[config.mk]
export PLATFORM = sky130hd
export DESIGN_NAME = mux_arb_n
export DESIGN_NICKNAME = d
export VERILOG_FILES = /design/src/rtl/mux_arb_n.sv
export SDC_FILE = /design/constraint.sdc
export NUM_CORES = 1
export LEC_CHECK = 0
export BUFFER_PORTS_ARGS = -buffer_cell sky130_fd_sc_hd__buf_2
export CAP_MARGIN = 20
export CELL_PAD_IN_SITES_DETAIL_PLACEMENT = 0
export CELL_PAD_IN_SITES_GLOBAL_PLACEMENT = 1
export CORE_MARGIN = 5
export CORE_UTILIZATION = 30
export DETAILED_ROUTE_END_ITERATION = 8
export PLACE_DENSITY_LB_ADDON = 0.08
export SKIP_CTS_REPAIR_TIMING = 1
export SYNTH_ARGS = -nofsm -noshare
export SYNTH_HDL_FRONTEND = slang
export SYNTH_SLANG_ARGS = --single-unit
export TNS_END_PERCENT = 1
[constraint.sdc]
create_clock -name clk -period 2.6 [get_ports clk]
set_input_delay 0.26 -clock clk [delete_from_list [all_inputs] [get_ports clk]]
set_output_delay 0.26 -clock clk [all_outputs]
set_load 0.01 [all_outputs]
[src/rtl/mux_arb_n.sv]
// N-channel valid/ready multiplexer with a registered output stage.
// Channel choice is either a fixed select or round-robin arbitration.
module mux_arb_n #(
    parameter int unsigned BIT_WIDTH = 32,
    parameter int unsigned NUM_IN    = 4,
    parameter int unsigned BIT_SEL   = 2
) (
    input  logic                          clk,
    input  logic                          reset,
    input  logic                          mode,
    input  logic [BIT_SEL-1:0]            sel,
    input  logic [NUM_IN*BIT_WIDTH-1:0]   Mux_in,
    input  logic [NUM_IN-1:0]             in_valid,
    output logic [NUM_IN-1:0]             in_ready,
    output logic [BIT_WIDTH-1:0]          Mux_out,
    output logic                          out_valid,
    input  logic                          out_ready,
    output logic [BIT_SEL-1:0]            out_chan
);

    localparam logic [BIT_SEL-1:0] PTR_RESET = BIT_SEL'(NUM_IN - 1);

    logic [BIT_WIDTH-1:0] chan_data [NUM_IN];
    logic [BIT_SEL-1:0]   rr_ptr;
    logic [BIT_SEL-1:0]   rr_idx;
    logic [BIT_SEL-1:0]   rr_probe;
    logic                 rr_found;
    logic [BIT_SEL-1:0]   fix_idx;
    logic [BIT_SEL-1:0]   cand;
    logic                 cand_valid;
    logic                 load_en;
    logic                 grant;

    // Unpack the flat input bus into per-channel words.
    for (genvar g = 0; g < NUM_IN; g++) begin : g_unpack
        assign chan_data[g] = Mux_in[g*BIT_WIDTH +: BIT_WIDTH];
    end

    // Round-robin search starts just after the last granted channel.
    always_comb begin
        rr_found = 1'b0;
        rr_idx   = '0;
        rr_probe = '0;
        for (int unsigned k = 1; k <= NUM_IN; k++) begin
            rr_probe = BIT_SEL'((32'(rr_ptr) + k) % NUM_IN);
            if (!rr_found && in_valid[rr_probe]) begin
                rr_found = 1'b1;
                rr_idx   = rr_probe;
            end
        end
    end

    // Out-of-range select falls back to channel 0.
    always_comb begin
        fix_idx = '0;
        if (32'(sel) < NUM_IN) begin
            fix_idx = sel;
        end
    end

    always_comb begin
        cand       = fix_idx;
        cand_valid = in_valid[fix_idx];
        if (mode) begin
            cand       = rr_idx;
            cand_valid = rr_found;
        end
    end

    assign load_en  = !out_valid || out_ready;
    assign grant    = load_en && cand_valid && !reset;
    assign in_ready = grant ? (NUM_IN'(1) << cand) : '0;

    // Output register; an input transfer wins over a plain drain.
    always_ff @(posedge clk or posedge reset) begin
        if (reset) begin
            out_valid <= 1'b0;
            Mux_out   <= '0;
            out_chan  <= '0;
            rr_ptr    <= PTR_RESET;
        end else begin
            if (grant) begin
                out_valid <= 1'b1;
                Mux_out   <= chan_data[cand];
                out_chan  <= cand;
                if (mode) begin
                    rr_ptr <= cand;
                end
            end else if (out_valid && out_ready) begin
                out_valid <= 1'b0;
            end
        end
    end

endmodule

* Word level (Yosys, flattened, before mapping)
Cells that the tools add are included.
Widths: inputs -> output; s select.
** Word-level totals
- Bits in latches :: 0
- Word-level logic and storage cells :: 56
- Input port bits :: 138
- Memories :: 0
- Output and inout port bits :: 39
- Flip-flop bits (word level) :: 37
- Memory bits (writable) :: 0
- ROM bits :: 0
** Cells by class
- Bitwise logic cells :: 1
- $add $sub $neg :: 4
- Equal/unequal tests :: 0
- Reductions and logical operators :: 14
- Shift-type cells :: 1
- Mux-type cells :: 26
- $lt $le $gt $ge :: 6
- Multiply operators :: 0
- Div/mod/pow operators :: 0
** Operator list (count)
- $bmux 32 s2 :: 1
- $mux 32 :: 2
- $lt 2x3->1 const B :: 5
- $mux 1 :: 12
- $bmux 1 s2 :: 5
- $mux 2 :: 5
- $logic_and 1x1->1 :: 6
- $logic_not 1->1 :: 5
- $add 2x1->2 const B :: 2
- $add 2x2->2 const B :: 2
- $mux 4 :: 1
- $shl 1x2->4 const A :: 1
- $ge 3x3->1 const B :: 1
- $not 2->3 :: 1
- $reduce_and 2->1 :: 1
- $reduce_bool 2->1 :: 1
- $logic_or 1x1->1 :: 1

* Longest topological paths before layout
- Word-level depth :: 18
- Mapped depth :: 9
- Gate-level depth less buffers :: 5

* Least setup slack after synthesis
OpenSTA, ideal clock, no wires.
- Path type :: register to output
- Start :: register rr_ptr[1]
- End :: output in_ready[0]
- Setup slack :: 0.427 ns
- Required time :: 2.340 ns
- Cell stages (with the launch flop) :: 9
- Buffers on the path :: 4
- Arrival time :: 1.913 ns
- Cells stage by stage :: dfstp_2 > buf_2 > mux2i_1 > o21ai_0 > o32ai_1 > buf_2 > buf_6 > buf_4 > nor2b_1
** On the way
- Cells in the longest elaborated chain, start to end :: 17
- Elaborated cells between the ends (all ways) :: 32
- Those cells by class :: add/sub: 4; shift: 1; mux: 19; reduce/logical: 8
** RTL lines
- from (decl) :: RTL line 24 : logic [BIT_SEL-1:0] rr_ptr;
- from (signal assigned) :: RTL line 87 : rr_ptr <= cand;
- $add 2x1->2 :: RTL line 45 : rr_probe = BIT_SEL'((32'(rr_ptr) + k) % NUM_IN);
- $bmux 1 s2 :: RTL line 46 : if (!rr_found && in_valid[rr_probe]) begin
- $mux 1 (implied by the code) :: RTL line 46
- $mux 1 :: RTL line 46
- $logic_not 1->1 :: RTL line 46
- $logic_and 1x1->1 :: RTL line 46
- $mux 1 :: RTL line 46
- $logic_not 1->1 :: RTL line 46
- $logic_and 1x1->1 :: RTL line 46
- $mux 1 :: RTL line 46
- $logic_not 1->1 :: RTL line 46
- $logic_and 1x1->1 :: RTL line 46
- $mux 1 :: RTL line 46
- $mux 1 :: RTL line 64 : if (mode) begin
- $logic_and 1x1->1 (2 in a row) :: RTL line 71 : assign grant = load_en && cand_valid && !reset;
- $mux 4 * :: RTL line 72 : assign in_ready = grant ? (NUM_IN'(1) << cand) : '0;
- to (decl) :: RTL line 14 : output logic [NUM_IN-1:0] in_ready,
Mark *: on every way between the ends. The rest lies on a longest branch, timed or not. The select of a mux whose other input is x is not followed.

* Worst setup path in the final report
Same ends and word-level chain as after synthesis.

==> flow_summary.yaml <==
clock_network:
  clk_pin_slew_ps: 70
  cts_root_buf: "clkbuf_8"
  clock_sinks: 37
  cts_buffers: 5
  htree_levels: 2
  clock_latency_ps: 280
  cts_tree: "done"
  clockBufferDepth: 2
logic_synthesis:
  yosysTopAreaCell: "dfrtp_1"
  synth.avg_cell_area_um2: 10.5
  yosys.area_share.simple_pct: 5.23
  syn_nets: 381
  yosysWarnings: 0
  synthTopCellsByCount: "69 x mux2i_1, 35 x dfrtp_1, 35 x o21ai_0"
  synth.top_cell.area_share_pct: 34.2
  yosys.cell_types.count: 36
  synth_compound_area_share_pct: 24.0
  synth_ff_type: "dfrtp_1"
  synthXorXnorAreaFrac_pct: 0
  ys_ff_latch: 37
  synthCells: 243
  synth_area_um2: 2560
  yosys.cell_count.top_type: "mux2i_1"
  synthAdderAreaFrac_pct: 0
  synth-edff-count: 0
  synth.area.top_cells: "dfrtp_1 34%, mux2i_1 27%, o221ai_1 7.5%, o21ai_0 6.8%, o221ai_2 5.9%"
  synth_top_family_by_area: "multiplexers"
  yosysSeqAreaShare_pct: 36.3
  ys_async_sr_fraction_pct: 100
  muxShareOfSynthArea_pct: 28.0
global_route:
  track_usage_pct: 15.7
  grt_use_met1_pct: 18.2
  grt_max_degree: 38
  grt_pass1_wl_um: 13000
  antenna_found_initial: 0
  grt.met3_usage_pct: 4.91
  grt_overflow: 0
  top_usage_layer: "met2"
  grt_pass1_vias: 2727
  gr-usage-met2_pct: 28.2
sta:
  skew_ps: 5.73
  clock.fmax_mhz: 403
  rsz0062_at_grt: "no"
  relSlewSlack_pct: 62.9
  whs_ps: 291
  finalSetupViolCount: 0
  period_minus_slack_ps: 2480
  hold_viol: 0
  finalMaxSlewViolations: 0
  finalCritPeriodShare_pct: 95.5
  worst_pin_slew_ps: 553
floorplanning:
  ios: 177
  dieArea_um2: 10500
  num_rows: 33
  die_h_um: 102
  fp.dieW_um: 102
  initial_core_util_pct: 31.0
  core-area_um2: 8260
setup_path:
  crit_end: "in_ready[0]"
  ff2ff_path_depth: 8
  worstPathRequired_ps: 2340
  arrival_ps: 2220
  crit_type: "reg -> out"
  cp_max_fo: 5
  worst_r2r_endpoint: "Mux_out[10]"
  worstSetupStartpoint: "rr_ptr[1]"
  start_kind: "flip-flop"
  rrSetupSlack_ps: 170
  r2r-start: "rr_ptr[1]"
  end_kind: "primary output"
placement:
  hpwl_um: 6820
  io_buffer_count: 176
  routabilityCongestion: 0.718
route:
  wl_per_cell_um: 16.9
  final_antenna_net_count: 0
  vias: 2663
  drt-vias-per-instance: 5.08
  drtIter0Drc: 59
  dr.pass1.iters: 4
  remaining_drc_errors: 0
  routed_wl_um: 8870
power:
  p_total_mw: 2.64
  p_leak_nw: 1.92
  ir_drop_uv: 283
  p_per_area_nw_per_um2: 701
cells_and_area:
  multi_input_area_um2: 1500
  areaGrowthSynthToFinish_pct: 46.9
  fillers: 847
  finalNetCount: 558
  seqCellArea_um2: 928
  drive_above_1_share_pct: 51.6
  antennaDiodeCount: 0
run:
  max-cap-violations: 0
status:
  run_status: "finished clean"
worst_hold_path:
  hold_class: "in -> reg"
-- state kept, by name (all words and copies together) (netlist names) --
register,cells
Mux_out,32
out_valid,1
rr_ptr,2
out_chan,2
-- metal layers --
layer	wire (um)	vias up
li1	-	1302
met1	3390	1246
met2	4580	108
met3	834	7
met4	68	0
met5	0	-
-- critical path: stages (launching register included) --
cell and delay, ps:
dfstp_2 540, mux2_2 320, or4_1 460, a211oi_4 250, or3_4 210, nor2b_1 50
buf_2 130
-- power breakdown --
| group | total (mW) | switching [mW] | leakage [nW] | internal (mW) |
|---|---|---|---|---|
| combinational | 1.35 | 0.702 | 1.42 | 0.651 |
| clock | 0.366 | 0.190 | 0.0399 | 0.176 |
| sequential | 0.916 | 0.112 | 0.451 | 0.803 |
| total | 2.64 | 1.00 | 1.92 | 1.63 |
-- worst min path at each step --
stage,to,slack [ps],startpoint,cells past startpoint
finish,Mux_out[24],290,Mux_in[56],3
global route,Mux_out[5],290,Mux_in[37],3
CTS,Mux_out[24],120,reset,2
detailed placement,Mux_out[31],430,reset,2
global placement,Mux_out[24],440,reset,2
floorplan,Mux_out[0],440,reset,1
-- per-stage QoR --
| stage | setup TNS, ps | cell area [um^2] | instances | setup slack, ps | utilization, % |
|---|---|---|---|---|---|
| floorplan | 0 | 2560 | 243 | 427 | - |
| global placement | 0 | 3600 | 512 | 235 | 43.6 |
| detailed placement | 0 | 3600 | 512 | 204 | 43.6 |
| CTS | -59.9 | 3670 | 518 | -32.1 | 44.5 |
| global route | 0 | 3760 | 524 | 10.8 | 45.5 |
| finish | 0 | 3760 | 524 | 117 | 45.5 |
-- placed cells by master, fill, tap and decap left out --
master / n
nor2b_1: 3
a21o_1: 1
o41ai_1: 1
a21oi_1: 1
o21a_1: 1
mux2i_1: 69
dlygate4sd3_1: 1
clkbuf_16: 1
a211oi_4: 1
o211ai_1: 1
buf_12: 4
or4_1: 1
o31ai_1: 1
nand3_1: 2
nand3b_1: 1
buf_16: 1
nor3_1: 3
dfrtp_1: 35
o21ai_1: 1
o221ai_2: 10
o2111ai_1: 1
nor2_1: 7
buf_2: 176
or3_4: 1
nand2_1: 4
mux2_4: 1
clkbuf_8: 5
mux2_2: 1
o2bb2ai_1: 1
dfstp_2: 2
clkinv_1: 1
buf_4: 11
nor4b_1: 1
clkinv_2: 1
o221ai_1: 22
o32ai_4: 1
o21ai_0: 34
a211oi_1: 2
and3_1: 3
inv_1: 5
-- final cells by class --
cell class	count	area share, %
Sequential cell	37	24.7
Tap cell	105	3.49
Timing Repair Buffer	194	29.4
Clock buffer	5	1.83
Multi-Input combinational cell	176	39.8
Clock inverter	1	0.133
Inverter	6	0.599
-- cell families after synthesis --
kind of cell,after synthesis
AOI/OAI and AO/OA,79
buffers and inverters,30
DFF,37
muxes,71
and+or+nand+nor,26
No activity file was read; power rests on OpenSTA's default activity.
